[config.mk]
export PLATFORM = sky130hd
export DESIGN_NAME = branch_resolve_unit_flat
export DESIGN_NICKNAME = d
export VERILOG_FILES = /design/src/rtl/branch_resolve_unit_if.sv /design/src/rtl/branch_resolve_unit.sv /design/src/flat_wrapper.sv
export SDC_FILE = /design/constraint.sdc
export NUM_CORES = 1
export LEC_CHECK = 0
export CORE_UTILIZATION = 30
export CTS_CLUSTER_DIAMETER = 100
export DETAILED_ROUTE_END_ITERATION = 8
export SYNTH_ARGS = -nofsm -noshare
export SYNTH_HDL_FRONTEND = slang
export SYNTH_SLANG_ARGS = --single-unit
export TNS_END_PERCENT = 50
[constraint.sdc]
create_clock -name clk -period 3.93 [get_ports clk]
set_input_delay 0.393 -clock clk [delete_from_list [all_inputs] [get_ports clk]]
set_output_delay 0.393 -clock clk [all_outputs]
set_load 0.05 [all_outputs]
[src/rtl/branch_resolve_unit_if.sv]
// -----------------------------------------------------------------------------
// branch_resolve_unit_if
// Bundles the prediction, resolution and training-update signals of the
// branch resolve unit.
//   master : producer of predictions/resolutions, consumer of updates
//   slave  : the resolve unit itself
// Signals:
//   pred_valid/pred_ready/pred_pc/pred_taken/local_pred/global_pred - predictions
//   res_valid/res_ea                                                 - resolutions
//   upd_valid/upd_pc/upd_taken/upd_mispredict/upd_local_ok/
//   upd_global_ok/flush                                              - training update
// -----------------------------------------------------------------------------
interface branch_resolve_unit_if #(
   parameter int ADDR_W = 5
);
   logic              pred_valid;
   logic              pred_ready;
   logic [ADDR_W-1:0] pred_pc;
   logic              pred_taken;
   logic              local_pred;
   logic              global_pred;
   logic              res_valid;
   logic [ADDR_W-1:0] res_ea;
   logic              upd_valid;
   logic [ADDR_W-1:0] upd_pc;
   logic              upd_taken;
   logic              upd_mispredict;
   logic              upd_local_ok;
   logic              upd_global_ok;
   logic              flush;

   modport master (
      output pred_valid, pred_pc, pred_taken, local_pred, global_pred,
      output res_valid, res_ea,
      input  pred_ready,
      input  upd_valid, upd_pc, upd_taken, upd_mispredict, upd_local_ok,
      input  upd_global_ok, flush
   );

   modport slave (
      input  pred_valid, pred_pc, pred_taken, local_pred, global_pred,
      input  res_valid, res_ea,
      output pred_ready,
      output upd_valid, upd_pc, upd_taken, upd_mispredict, upd_local_ok,
      output upd_global_ok, flush
   );
endinterface

[src/rtl/branch_resolve_unit.sv]
// -----------------------------------------------------------------------------
// branch_resolve_unit
// Resolution side of a tournament branch predictor. Predictions are kept in an
// in-order in-flight queue; when the oldest branch resolves, the actual outcome
// (backward target = taken) is compared with the stored predictions and a
// one-cycle registered training update is produced. A misprediction flushes
// every younger in-flight entry. Saturating statistics are kept.
// Ports:
//   clk, rst_n        - clock, asynchronous active-low reset
//   bus (slave)       - prediction / resolution / update handshake
//   occupancy         - number of in-flight entries
//   branch_count      - resolved branches (saturating)
//   mispredict_count  - mispredictions (saturating)
//   underflow_err     - sticky: resolution seen with an empty queue
// The bus interface must be instantiated with the same ADDR_W as this module.
// -----------------------------------------------------------------------------
module branch_resolve_unit #(
   parameter int ADDR_W = 5,
   parameter int DEPTH  = 4,
   parameter int CNT_W  = 8
) (
   input  logic                      clk,
   input  logic                      rst_n,
   branch_resolve_unit_if.slave      bus,
   output logic [$clog2(DEPTH):0]    occupancy,
   output logic [CNT_W-1:0]          branch_count,
   output logic [CNT_W-1:0]          mispredict_count,
   output logic                      underflow_err
);
   localparam int PTR_W = $clog2(DEPTH);
   localparam int OCC_W = PTR_W + 1;

   typedef struct packed {
      logic [ADDR_W-1:0] pc;
      logic              taken;
      logic              local_p;
      logic              global_p;
   } entry_t;

   // Saturating increment: holds at all-ones instead of wrapping.
   function automatic logic [CNT_W-1:0] sat_inc(input logic [CNT_W-1:0] v,
                                                input logic             en);
      logic [CNT_W-1:0] r;
      if (en && (v != {CNT_W{1'b1}})) begin
         r = v + CNT_W'(1);
      end else begin
         r = v;
      end
      return r;
   endfunction

   entry_t            mem_q [DEPTH];
   entry_t            mem_d [DEPTH];
   logic [PTR_W-1:0]  head_q, head_d;
   logic [PTR_W-1:0]  tail_q, tail_d;
   logic [OCC_W-1:0]  occ_q, occ_d;
   logic              upd_valid_q, upd_valid_d;
   logic [ADDR_W-1:0] upd_pc_q, upd_pc_d;
   logic              upd_taken_q, upd_taken_d;
   logic              upd_mis_q, upd_mis_d;
   logic              upd_lok_q, upd_lok_d;
   logic              upd_gok_q, upd_gok_d;
   logic              flush_q, flush_d;
   logic [CNT_W-1:0]  br_cnt_q, br_cnt_d;
   logic [CNT_W-1:0]  mis_cnt_q, mis_cnt_d;
   logic              uflow_q, uflow_d;

   entry_t head_s;
   entry_t new_s;
   logic   empty_s, full_s, actual_s, pop_s, mis_s, push_s;

   // Queue status, outcome of the head branch and push/pop decisions.
   always_comb begin
      head_s   = mem_q[head_q];
      new_s    = '{pc: bus.pred_pc, taken: bus.pred_taken,
                   local_p: bus.local_pred, global_p: bus.global_pred};
      empty_s  = (occ_q == OCC_W'(0));
      full_s   = (occ_q == OCC_W'(DEPTH));
      actual_s = (bus.res_ea < head_s.pc);
      pop_s    = bus.res_valid && !empty_s;
      mis_s    = pop_s && (head_s.taken != actual_s);
      // A push while full is only legal when the head leaves on the same edge;
      // a same-cycle push is younger than a mispredicting head and is dropped.
      push_s   = bus.pred_valid && (!full_s || pop_s) && !mis_s;
   end

   // Next state for queue storage, pointers, update fields and statistics.
   always_comb begin
      mem_d       = mem_q;
      head_d      = head_q;
      tail_d      = tail_q;
      occ_d       = occ_q;
      upd_valid_d = pop_s;
      upd_pc_d    = upd_pc_q;
      upd_taken_d = upd_taken_q;
      upd_mis_d   = upd_mis_q;
      upd_lok_d   = upd_lok_q;
      upd_gok_d   = upd_gok_q;
      flush_d     = mis_s;
      br_cnt_d    = sat_inc(br_cnt_q, pop_s);
      mis_cnt_d   = sat_inc(mis_cnt_q, mis_s);
      uflow_d     = uflow_q | (bus.res_valid & empty_s);

      if (push_s) begin
         mem_d[tail_q] = new_s;
      end else begin
         mem_d[tail_q] = mem_q[tail_q];
      end

      if (mis_s) begin
         // Discard everything still in flight; restart the queue at the tail.
         head_d = tail_q;
         tail_d = tail_q;
         occ_d  = OCC_W'(0);
      end else begin
         head_d = pop_s  ? (head_q + PTR_W'(1)) : head_q;
         tail_d = push_s ? (tail_q + PTR_W'(1)) : tail_q;
         occ_d  = occ_q + (push_s ? OCC_W'(1) : OCC_W'(0))
                        - (pop_s  ? OCC_W'(1) : OCC_W'(0));
      end

      if (pop_s) begin
         upd_pc_d    = head_s.pc;
         upd_taken_d = actual_s;
         upd_mis_d   = mis_s;
         upd_lok_d   = (head_s.local_p == actual_s);
         upd_gok_d   = (head_s.global_p == actual_s);
      end else begin
         upd_pc_d    = upd_pc_q;
         upd_taken_d = upd_taken_q;
         upd_mis_d   = upd_mis_q;
         upd_lok_d   = upd_lok_q;
         upd_gok_d   = upd_gok_q;
      end
   end

   // State registers with asynchronous clear.
   always_ff @(posedge clk or negedge rst_n) begin
      if (!rst_n) begin
         for (int i = 0; i < DEPTH; i++) begin
            mem_q[i] <= '0;
         end
         head_q      <= '0;
         tail_q      <= '0;
         occ_q       <= '0;
         upd_valid_q <= 1'b0;
         upd_pc_q    <= '0;
         upd_taken_q <= 1'b0;
         upd_mis_q   <= 1'b0;
         upd_lok_q   <= 1'b0;
         upd_gok_q   <= 1'b0;
         flush_q     <= 1'b0;
         br_cnt_q    <= '0;
         mis_cnt_q   <= '0;
         uflow_q     <= 1'b0;
      end else begin
         for (int i = 0; i < DEPTH; i++) begin
            mem_q[i] <= mem_d[i];
         end
         head_q      <= head_d;
         tail_q      <= tail_d;
         occ_q       <= occ_d;
         upd_valid_q <= upd_valid_d;
         upd_pc_q    <= upd_pc_d;
         upd_taken_q <= upd_taken_d;
         upd_mis_q   <= upd_mis_d;
         upd_lok_q   <= upd_lok_d;
         upd_gok_q   <= upd_gok_d;
         flush_q     <= flush_d;
         br_cnt_q    <= br_cnt_d;
         mis_cnt_q   <= mis_cnt_d;
         uflow_q     <= uflow_d;
      end
   end

   assign bus.pred_ready     = !full_s;
   assign bus.upd_valid      = upd_valid_q;
   assign bus.upd_pc         = upd_pc_q;
   assign bus.upd_taken      = upd_taken_q;
   assign bus.upd_mispredict = upd_mis_q;
   assign bus.upd_local_ok   = upd_lok_q;
   assign bus.upd_global_ok  = upd_gok_q;
   assign bus.flush          = flush_q;
   assign occupancy          = occ_q;
   assign branch_count       = br_cnt_q;
   assign mispredict_count   = mis_cnt_q;
   assign underflow_err      = uflow_q;
endmodule

[src/flat_wrapper.sv]
// flat-port wrapper written by rule: the top's interface ports become plain ports
module branch_resolve_unit_flat 
#(
   parameter int ADDR_W = 5,
   parameter int DEPTH  = 4,
   parameter int CNT_W  = 8
)
  (clk, rst_n, occupancy, branch_count, mispredict_count, underflow_err, bus_pred_valid, bus_pred_pc, bus_pred_taken, bus_local_pred, bus_global_pred, bus_res_valid, bus_res_ea, bus_pred_ready, bus_upd_valid, bus_upd_pc, bus_upd_taken, bus_upd_mispredict, bus_upd_local_ok, bus_upd_global_ok, bus_flush);
  branch_resolve_unit_if #(.ADDR_W(ADDR_W)) bus_i ();
  input  logic clk;
  input  logic rst_n;
  output logic [$clog2(DEPTH):0] occupancy;
  output logic [CNT_W-1:0] branch_count;
  output logic [CNT_W-1:0] mispredict_count;
  output logic underflow_err;
  input wire logic [$bits(bus_i.pred_valid)-1:0] bus_pred_valid;
  input wire logic [$bits(bus_i.pred_pc)-1:0] bus_pred_pc;
  input wire logic [$bits(bus_i.pred_taken)-1:0] bus_pred_taken;
  input wire logic [$bits(bus_i.local_pred)-1:0] bus_local_pred;
  input wire logic [$bits(bus_i.global_pred)-1:0] bus_global_pred;
  input wire logic [$bits(bus_i.res_valid)-1:0] bus_res_valid;
  input wire logic [$bits(bus_i.res_ea)-1:0] bus_res_ea;
  output wire logic [$bits(bus_i.pred_ready)-1:0] bus_pred_ready;
  output wire logic [$bits(bus_i.upd_valid)-1:0] bus_upd_valid;
  output wire logic [$bits(bus_i.upd_pc)-1:0] bus_upd_pc;
  output wire logic [$bits(bus_i.upd_taken)-1:0] bus_upd_taken;
  output wire logic [$bits(bus_i.upd_mispredict)-1:0] bus_upd_mispredict;
  output wire logic [$bits(bus_i.upd_local_ok)-1:0] bus_upd_local_ok;
  output wire logic [$bits(bus_i.upd_global_ok)-1:0] bus_upd_global_ok;
  output wire logic [$bits(bus_i.flush)-1:0] bus_flush;
  assign bus_i.pred_valid = bus_pred_valid;
  assign bus_i.pred_pc = bus_pred_pc;
  assign bus_i.pred_taken = bus_pred_taken;
  assign bus_i.local_pred = bus_local_pred;
  assign bus_i.global_pred = bus_global_pred;
  assign bus_i.res_valid = bus_res_valid;
  assign bus_i.res_ea = bus_res_ea;
  assign bus_pred_ready = bus_i.pred_ready;
  assign bus_upd_valid = bus_i.upd_valid;
  assign bus_upd_pc = bus_i.upd_pc;
  assign bus_upd_taken = bus_i.upd_taken;
  assign bus_upd_mispredict = bus_i.upd_mispredict;
  assign bus_upd_local_ok = bus_i.upd_local_ok;
  assign bus_upd_global_ok = bus_i.upd_global_ok;
  assign bus_flush = bus_i.flush;
  branch_resolve_unit #(.ADDR_W(ADDR_W), .DEPTH(DEPTH), .CNT_W(CNT_W)) u_core (.clk(clk), .rst_n(rst_n), .bus(bus_i), .occupancy(occupancy), .branch_count(branch_count), .mispredict_count(mispredict_count), .underflow_err(underflow_err));
endmodule
==> results of run 1 <==
sequential cells by signal (all words and copies together) (netlist names):
signal                     flops
u_core.head_q                  2
u_core.branch_count            8
u_core.underflow_err           1
u_core.bus.upd_pc              5
u_core.occupancy               3
u_core.bus.upd_local_ok        1
u_core.bus.upd_global_ok       1
u_core.bus.upd_mispredict      1
u_core.bus.flush               1
u_core.bus.upd_taken           1
u_core.mispredict_count        8
u_core.mem_q                  32
u_core.tail_q                  2
u_core.bus.upd_valid           1
worst max-delay path: stages (launching register included):
cell and delay, ns:
dfrtp_1 0.63, mux4_2 0.56, inv_1 0.09, ha_1 0.26, and3_1 0.29, and3_1 0.20
a221o_1 0.39, nor2_4 0.11, ha_1 0.15, inv_1 0.05, fa_1 0.37, xnor2_1 0.19
xnor2_1 0.14, nor2_1 0.05
path summary, 6_finish.rpt:
path	start	slack, ns	depth (start not counted)	endpoint
setup / recovery	u_core.head_q[0]	0.35	13	u_core.occupancy[2]
hold / removal	rst_n	0.25	1	u_core.bus.upd_local_ok
setup reg to reg	u_core.head_q[0]	0.35	13	u_core.occupancy[2]
hold reg to reg	u_core.underflow_err	0.45	1	u_core.underflow_err
max in group asynchronous	rst_n	2.78	2	u_core.mispredict_count[3]
min in group clk	u_core.underflow_err	0.45	1	u_core.underflow_err
cell families after synthesis:
group | share of synthesized area [%]
multiplexers | 11.5
adder cells (fa/ha/maj) | 4.02
XOR/XNOR | 3.94
AO/OA/AOI/OAI | 20.7
AND/OR/NAND/NOR | 15.7
flip-flops | 39.7
buffers and inverters | 4.47
final cells by class:
class	instances	area [µm²]
Clock inverter	2	10.0
Timing Repair Buffer	55	528
Multi-Input combinational cell	285	2360
Tap cell	180	225
Sequential cell	67	1680
Inverter	14	52.6
Fill cell	1349	8700
Clock buffer	13	270
routing by layer:
metal / GRT usage, % / up-vias / wire length, µm
met3: 3.54 / 12 / 450
met1: 18.9 / 1579 / 4600
met4: 6.33 / 0 / 203
met5: 0 / - / 0
li1: - / 1518 / -
met2: 22.6 / 64 / 4640
cells in the final DEF (no fill, tap or decap), types with 3 or more instances in the layout:
master / netlist / routed
a311o_1: 33 / 33
and3_1: 5 / 5
buf_4: 1 / 7
clkbuf_16: 0 / 9
clkbuf_8: 0 / 3
clkdlybuf4s50_1: 0 / 47
dfrtp_1: 67 / 67
ha_1: 12 / 12
inv_1: 13 / 13
mux2_2: 12 / 12
mux2i_1: 16 / 16
mux4_2: 8 / 8
nand2_1: 19 / 19
nand3_1: 4 / 4
nand4_1: 4 / 4
nor2_1: 10 / 10
nor2b_1: 64 / 64
nor3_1: 5 / 5
o21a_1: 33 / 33
o21ai_0: 12 / 12
xnor2_1: 16 / 16
xor2_1: 3 / 3
power groups by stage:
stage               Clock, mW  Combinational [mW]  Sequential (mW)
detailed placement          0                2.78             1.33
finish                  0.756                2.77             1.32
floorplan                   0                1.81             1.60
CTS                     0.777                2.79             1.32
global route            0.804                3.02             1.37
global placement            0                2.71             1.32
==> results.md, run 1 <==
* Status: completed
* Area Overhead vs Synth at 21.2%
* Async S/R FF share, synth at 100%
* # clock sinks at 67
* Gr usage total at 14.5%
* Seq pwr share at 27.3%
* Tcrit/Tclk final at 91.1%
* Vias in the first global route at 3181
* Max H-tree Level at 3
* Hold Slack at 0.254 ns
* Clk pwr share at 15.6%
* Rel. slew slack at 29.9%
* Core Area at 0.0138 mm²
* Startpoint types: register
* DP Area at 0.00484 mm²
* Util after Layout at 37.1%
* Final worst slack at 0.349 ns
* Largest net degree at the start of global routing at 45
* CTS clk-pin slew, worst paths at 0.05 ns
* Die width at 121 µm
* IO Port Bufs at 48
* N_diodes at 0
* Hold Path Class: in -> async
* Top-Level Pins at 49
* RSZ-0062 raised after global routing: no
* Max frequency at 0.279 GHz
* Initial antenna violation count at 0
* Clock latency on the worst-skew pair at 0.33 ns
* Seq cells post-synth at 67
* Placed cell count at 601
* Placer Congestion at 0.838
* Power Internal at 2.64 mW
* Netlist cell types at 45
* CP max FO at 8
* Clock Tree Buf Depth at 2
* Most frequent cell after synthesis: dfrtp_1
* Final min period at 3.58 ns
* Crit path kind: reg -> reg
* Hold buffer count at cts at 0
* Synth Warn # at 0
* Final net count at 462
* Synth Net Count at 422
* Total gr overflow at 0
* Root Driver: clkbuf_16
* Routed wire length at 9890 µm
* Post-route ant nets at 0
* Std cell rows at 43
* Post-route cell area at 0.00512 mm²
* PwrDens at 946 mW/mm²
* Top FF cell, synth: dfrtp_1
* HPWL after DPL at 6780 µm
* Most frequent cells after synthesis: 67 x dfrtp_1, 64 x nor2b_1, 33 x a311o_1, 33 x o21a_1, 19 x nand2_1
* Share of cells above drive strength 1 at 11.0%
* Initial core utilization at 30.6%
* Die Y at 121 µm
* Wirelength per Cell at 16.1 µm
* # DRC at 0
* Slew Limit Fails at 0
* Share of the synthesized area in the top cell type at 39.7%
* CP endpoint kind: register
* DR iter-0 viols at 244
* Die area at 0.0146 mm²
* Total setup buffers inserted after CTS at 0
* CTS tree: built
* Worst Clk Skew at 0.00265 ns
* Setup-failing EPs final at 0
* Switching part of the total at 45.5%
* P_sw at 2.20 mW
* Max Cap Viol at 0
* Via count at 3173
* Mapped Area at 0.00423 mm²
* Largest area contributor in the netlist: dfrtp_1
* Largest cells by area after synthesis: dfrtp_1 40%, nor2b_1 9.5%, a311o_1 7.8%, o21a_1 5.9%, mux4_2 4.3%
* Post-synth EDFFs at 0
* DRT Pass-1 Iters at 4
* Slew @ Worst Pin at 1.05 ns
* Post-CTS resize count at 0
* Vias per cell at 5.15
* Setup TNS at 0 ns
* Final hold violation count at 0
* Combinational Power Share at 57.1%
* Syn avg cell area at 10.8 µm²
* CTS Buf Count at 9
* Max VDD drop at 277 µV
* Seq/Total Area, Yosys at 39.7%
* Worst slack, placed at 0.343 ns
* Worst Path Required at 4.15 ns
* Global-route wire length before repair at 16400 µm
* Mapped Cells at 392
* Arrival time worst endpoint at 3.80 ns
* Overall power at 4.85 mW
* Post-route insts no fill at 616
* Leakage at 2.09 nW
No activity file was read; power rests on OpenSTA's default activity.
==> inputs of run 2 (changes only) <==
TNS_END_PERCENT = unset   (was 50)
==> results of run 2 <==
No change in the layout: final DEF, timing and power equal those of run 1.
